File: config.mk
export PLATFORM = sky130hd
export DESIGN_NAME = ftm_trace_packer
export DESIGN_NICKNAME = d
export VERILOG_FILES = /design/src/rtl/ftm_trace_packer.sv
export SDC_FILE = /design/constraint.sdc
export NUM_CORES = 2
export LEC_CHECK = 0
export CAP_MARGIN = 40
export CORE_UTILIZATION = 59
export DETAILED_ROUTE_END_ITERATION = 16
export PLACE_DENSITY_LB_ADDON = 0.3
export SYNTH_ARGS = -nofsm -noshare
export SYNTH_HDL_FRONTEND = slang
export SYNTH_SLANG_ARGS = --single-unit
File: constraint.sdc
create_clock -name clk -period 7.62 [get_ports clk]
set_input_delay 1.143 -clock clk [delete_from_list [all_inputs] [get_ports clk]]
set_output_delay 1.143 -clock clk [all_outputs]
set_load 0.01 [all_outputs]
File: src/rtl/ftm_trace_packer.sv
// Multi-channel FTM trace source: per-channel FIFOs, round-robin
// arbitration and LSB-first serialisation into 32-bit ATID-tagged beats.
module ftm_trace_packer #(
    parameter int N_CH         = 4,
    parameter int DATA_W       = 64,
    parameter int FIFO_DEPTH   = 8,
    parameter int ATID_BASE    = 1,
    parameter bit DROP_ON_FULL = 1'b0
) (
    input  logic                     clk,
    input  logic                     rst_n,
    input  logic                     trace_en,
    input  logic [N_CH*DATA_W-1:0]   ch_data,
    input  logic [N_CH-1:0]          ch_valid,
    output logic [N_CH-1:0]          ch_ready,
    output logic [N_CH*16-1:0]       drop_cnt,
    output logic [31:0]              trace_data,
    output logic [3:0]               trace_atid,
    output logic                     trace_valid,
    output logic                     trace_clock
);

    localparam int BEATS = DATA_W / 32;
    localparam int PW    = (N_CH > 1) ? $clog2(N_CH) : 1;
    localparam int BW    = (BEATS > 1) ? $clog2(BEATS) : 1;
    localparam int AW    = $clog2(FIFO_DEPTH);
    localparam int CW    = AW + 1;

    localparam logic [PW-1:0] PTR_RST   = PW'(N_CH - 1);
    localparam logic [BW-1:0] LAST_BEAT = BW'(BEATS - 1);

    typedef enum logic {
        IDLE,
        SEND
    } state_t;

    logic [N_CH-1:0]        full;
    logic [N_CH-1:0]        elig;
    logic [N_CH-1:0]        push;
    logic [N_CH-1:0]        pop;
    logic [N_CH*DATA_W-1:0] heads;

    state_t                 state_q;
    logic [BW-1:0]          beat_q;
    logic [PW-1:0]          ptr_q;
    logic [DATA_W-1:0]      word_q;
    logic                   valid_q;
    logic [31:0]            data_q;
    logic [3:0]             atid_q;

    logic                   gnt_vld;
    logic [PW-1:0]          gnt_idx;
    logic                   can_start;
    logic                   do_grant;
    logic [DATA_W-1:0]      head_sel;

    for (genvar i = 0; i < N_CH; i++) begin : g_ch
        logic [DATA_W-1:0] mem_q [FIFO_DEPTH];
        logic [AW-1:0]     wr_ptr_q;
        logic [AW-1:0]     rd_ptr_q;
        logic [CW-1:0]     cnt_q;

        assign full[i]  = (cnt_q == CW'(FIFO_DEPTH));
        assign elig[i]  = (cnt_q != '0);
        assign push[i]  = ch_valid[i] & ~full[i];
        assign pop[i]   = do_grant & (gnt_idx == PW'(i));
        assign heads[i*DATA_W +: DATA_W] = mem_q[rd_ptr_q];

        always_ff @(posedge clk) begin
            if (!rst_n) begin
                wr_ptr_q <= '0;
                rd_ptr_q <= '0;
                cnt_q    <= '0;
            end else begin
                if (push[i]) begin
                    wr_ptr_q <= wr_ptr_q + AW'(1);
                end
                if (pop[i]) begin
                    rd_ptr_q <= rd_ptr_q + AW'(1);
                end
                cnt_q <= cnt_q + CW'(push[i]) - CW'(pop[i]);
            end
        end

        always_ff @(posedge clk) begin
            if (push[i]) begin
                mem_q[wr_ptr_q] <= ch_data[i*DATA_W +: DATA_W];
            end
        end

        if (DROP_ON_FULL) begin : g_drop
            logic [15:0] drop_q;

            // A pop in the same cycle does not make room for this push.
            always_ff @(posedge clk) begin
                if (!rst_n) begin
                    drop_q <= '0;
                end else if (ch_valid[i] && full[i] &&
                             drop_q != 16'hFFFF) begin
                    drop_q <= drop_q + 16'd1;
                end
            end

            assign drop_cnt[i*16 +: 16] = drop_q;
            assign ch_ready[i]          = 1'b1;
        end else begin : g_bp
            assign drop_cnt[i*16 +: 16] = 16'h0000;
            assign ch_ready[i]          = rst_n & ~full[i];
        end
    end

    // First eligible channel after the last grant, wrapping around.
    always_comb begin
        gnt_vld = 1'b0;
        gnt_idx = '0;
        for (int k = 1; k <= N_CH; k++) begin
            if (!gnt_vld && elig[(int'(ptr_q) + k) % N_CH]) begin
                gnt_vld = 1'b1;
                gnt_idx = PW'((int'(ptr_q) + k) % N_CH);
            end
        end
    end

    assign can_start = (state_q == IDLE) ||
                       (beat_q == LAST_BEAT);
    assign do_grant  = can_start & trace_en & gnt_vld;
    assign head_sel  = heads[int'(gnt_idx)*DATA_W +: DATA_W];

    always_ff @(posedge clk) begin
        if (!rst_n) begin
            state_q <= IDLE;
            beat_q  <= '0;
            ptr_q   <= PTR_RST;
            word_q  <= '0;
            valid_q <= 1'b0;
            data_q  <= '0;
            atid_q  <= '0;
        end else begin
            unique case (state_q)
                IDLE: begin
                    valid_q <= 1'b0;
                end
                SEND: begin
                    valid_q <= 1'b1;
                    data_q  <= word_q[32*int'(beat_q) +: 32];
                    atid_q  <= 4'(ATID_BASE + int'(ptr_q));
                    beat_q  <= beat_q + BW'(1);
                end
            endcase

            if (do_grant) begin
                state_q <= SEND;
                word_q  <= head_sel;
                ptr_q   <= gnt_idx;
                beat_q  <= '0;
            end else if (state_q == SEND && beat_q == LAST_BEAT) begin
                state_q <= IDLE;
            end
        end
    end

    assign trace_valid = valid_q;
    assign trace_data  = data_q;
    assign trace_atid  = atid_q;
    assign trace_clock = clk;

endmodule
# == After elaboration in Yosys (flattened, before gate mapping) ==
# Memories as Yosys holds them, arrays and structs flattened. A register that Yosys moved wholly into a read port is not among the register bits.
# Cells that the tools add are included.
# classes
n_shift,2
n_bitwise,24
n_mux,39
n_addsub,21
reduce_logical,19
order_cmp,4
eq_ne,7
# op_table
operator,n
indexed part select 256 x 9 -> 64 bit,1
indexed part select 64 x 7 -> 32 bit,1
"adder 3 x 1 -> 3 bit, second input constant",8
2-to-1 mux 3 bit,8
2-to-1 mux 1 bit,22
adder 4 x 1 -> 4 bit,4
"equality test 4 bit, second input constant",4
"< comparator 3 x 4 -> 1 bit, second input constant",4
nonzero test 4 bit,4
subtractor 4 x 1 -> 4 bit,4
bitwise AND 1 bit,14
OR reduction 2 bit,5
binary-select mux 1 bit (select 2 bit),4
2-to-1 mux 2 bit,4
inverter 1 bit,6
"adder 2 bit, second input constant",2
"bitwise AND 1 bit, first input constant",4
"equality test 2 bit, second input constant",2
logical AND 1 bit,4
"adder 1 x 2 -> 3 bit, first input constant",1
logical NOT 1 bit,3
"adder 2 x 1 -> 2 bit, second input constant",1
"equality test 2 x 1 -> 1 bit, second input constant",1
logical NOT 2 bit,1
other kinds (4),4
# word_totals
memories,4
wordCells,139
output_inout_bits,106
register_bits,145
in_bits,263
mem_bits_rw,2048
# mem_list
memory,depth,width,rd,rd_ports_with_merged_regs,wr,line,rtl
g_ch[0].mem_q,8,64,1,1,1,58,logic [DATA_W-1:0] mem_q [FIFO_DEPTH];
g_ch[1].mem_q,8,64,1,1,1,58,
g_ch[2].mem_q,8,64,1,1,1,58,
g_ch[3].mem_q,8,64,1,1,1,58,

# == Logic depth before layout (Yosys ltp) ==
# depth
word_depth,20
depth_mapped,16
ltp_nobuf,14

==> out/summary.txt <==
area of the multi-input gates = 0.0203 sq mm
synth-to-layout area growth = 14.7%
# rows = 139
sequential share of the synthesized area = 75.1%
gp weighted congestion = 0.927
Synthesis Warnings = 0
# setup viols final = 0
Reg area = 0.0647 sq mm
prevailing post-synth register cell = edfxtp_1
highest ir drop seen on vdd = 0.404 mV
CP top delay family = buffers and inverters
CP bufs+invs = 3
GR Util met3 = 7.50%
GR Layer Usage met1 = 38.5%
setup_tns = 0 ns
DP HPWL = 130000 um
worst-skew pair later-pin latency = 0.97 ns
async set-reset flop share out of synthesis = 0%
P_leak = 30.7 nW
Slew Viols, Final = 0
share of cells above drive strength 1 = 23.7%
placed insts = 6109
DR DRC count = 0
largest net degree at the start of global routing = 129
CP Launch Type = clock port
Remaining Overflow, GRT = 0
Reg clk slew, reported paths = 0.06 ns
die area = 0.147 sq mm
Worst path max stage delay = 0.46 ns
initial antenna violation count = 39
Hold Fails Final Rpt = 0
core area = 0.144 sq mm
max_cap viols = 0
initial core utilization = 59.7%
WHS = 0.474 ns
vias in the first global route = 41400
antenna-violating nets left = 0
worst hold-check path type = flop to flop
#FFs+latches synth = 2204
first-pass GRT wire length = 293000 um
Die Y = 384 um
Critical Path Fanout Max = 2
outcome = completed
Post-Syn Instances = 4038
Slew @ Worst Pin = 0.949 ns
postcts setup bufs = 0
CTS tree = built
Hold Path Depth = 2
R2R depth = 16
Routed WL = 205000 um
Cell variety after synth = 58
initial drt markers = 5151
crit-path cells = clkbuf_16, clkbuf_16, clkdlybuf4s50_1
fin nets = 4717
RSZ-0062 raised after global routing = no
routed len/inst = 31.6 um
Vias = 41600
fin worst setup slack = 1.95 ns
routed vias/inst = 6.40
post_cts resized = 0
most used cell, CP = clkbuf_16
clock skew = 0.0466 ns
CP Class = clock port to output pin
max_slew headroom = 36.7%
pre-CTS WS = 2.22 ns
I/O Buffers = 303
Mapped Area = 0.0860 sq mm
Syn Area/Cell = 21.3 sq um
EDFF count, synth = 2048
CP required = 6.48 ns
Total GRT Usage = 28.2%
Finished Layout Cells = 6509
IO Pins = 369
met2 GRT Util = 43.7%
CP endpoint kind = output pin
FILL cells = 8657
CTS hold repair buffers = 0
Critical Path Slowest Stage Cell = clkdlybuf4s50_1
Overall Power = 0.0326 W
critical path arrival = 4.52 ns
Die Wd = 384 um
length of the first detailed-routing pass in iterations = 7
Power Density = 330 mW/mm^2
gr busiest metal = met2
Stages on worst setup path = 3
[layout by cell type, fill, tap and decap left out, types with 10 or more instances in the layout]
cell type / count
a211oi_1: 10
a211oi_2: 53
a21oi_1: 67
and2_1: 27
buf_12: 18
buf_16: 22
buf_4: 60
bufinv_16: 16
clkbuf_1: 55
clkbuf_16: 213
clkbuf_8: 12
clkdlybuf4s50_1: 302
clkinv_1: 36
clkinv_2: 41
conb_1: 65
dfxtp_1: 142
dfxtp_4: 12
diode_2: 10
edfxtp_1: 2048
ha_1: 31
inv_1: 22
mux2_2: 12
mux2_4: 50
mux2i_1: 304
mux4_2: 512
nand2_1: 62
nand2b_1: 24
nand3_1: 68
nor2_4: 26
o211a_1: 33
o21ai_0: 99
o21ai_1: 32
[stage by stage]
step	util [%]	area (sq um)
2_1_floorplan	-	86300
3_3_place_gp	63.1	91000
3_5_place_dp	63.7	91900
4_1_cts	68.5	98700
5_1_grt	68.5	98700
6_report	68.5	98700
[kinds of logic (layout without fill, tap and decap cells)]
family | after synthesis | count (layout) | share of synthesized area (%)
buffers and inverters | 321 | 815 | 1.87
AO/OA/AOI/OAI | 331 | 331 | 2.80
multiplexers | 881 | 881 | 18.0
AND/OR/NAND/NOR | 252 | 252 | 1.54
flip-flops | 2204 | 2204 | 75.1
other | 1 | 75 | 0.00436
XOR/XNOR | 13 | 13 | 0.132
adder cells (fa/ha/maj) | 35 | 35 | 0.544
[cell type report]
class	count	area share, %
clock buffer	281	5.78
clock inverter	110	1.12
timing repair buffer	402	4.50
multi-input combinational	1577	20.6
inverter	22	0.0836
tap	1903	2.41
sequential	2204	65.5
antenna	10	0.0253
[per-layer routing]
metal	up-vias	routed length [um]
met5	-	244
li1	17400	-
met4	40	7820
met2	2136	98500
met3	367	21200
met1	21700	77800
[worst min-delay path, cell delays in order (launching register included)]
cell and delay [ns]:
dfxtp_1 0.31, nand2_1 0.05, mux2i_1 0.07
[state kept, by name, indices dropped and copies added (netlist names), 2 cells and up, named ones only]
signal / flops
g_ch.wr_ptr_q: 12
g_ch.rd_ptr_q: 12
trace_data: 32
word_q: 64
g_ch.mem_q: 2048
trace_atid: 3
g_ch.cnt_q: 16
ptr_q: 2
[final timing paths]
| kind | from | end | slack [ns] |
|---|---|---|---|
| max | clk | trace_clock | 1.95 |
| min | g_ch[1].rd_ptr_q[2] | flop | 0.47 |
| max reg2reg | g_ch[0].cnt_q[2] | g_ch[1].cnt_q[2] | 3.01 |
| min reg2reg | g_ch[1].rd_ptr_q[2] | flop | 0.47 |
[synth_stat cells (50+ instances only)]
master       n  area (sq um)
mux4_2     512         11500
nand3_1     68           340
dfxtp_1    156          3120
a21oi_1     67           335
o21ai_0     99           495
nand2_1     63           236
clkbuf_1   146           548
mux2_4      50           751
buf_2       67           335
mux2i_1    304          3040
edfxtp_1  2048         61500
a211oi_2    53           663
buf_4       70           526
[report_power, final]
group          switching, W  internal [W]  total (W)
logic               0.00472       0.00312    0.00784
clock network       0.00445       0.00582     0.0103
registers          0.000469        0.0140     0.0145
(Power assumes the default switching activity.)
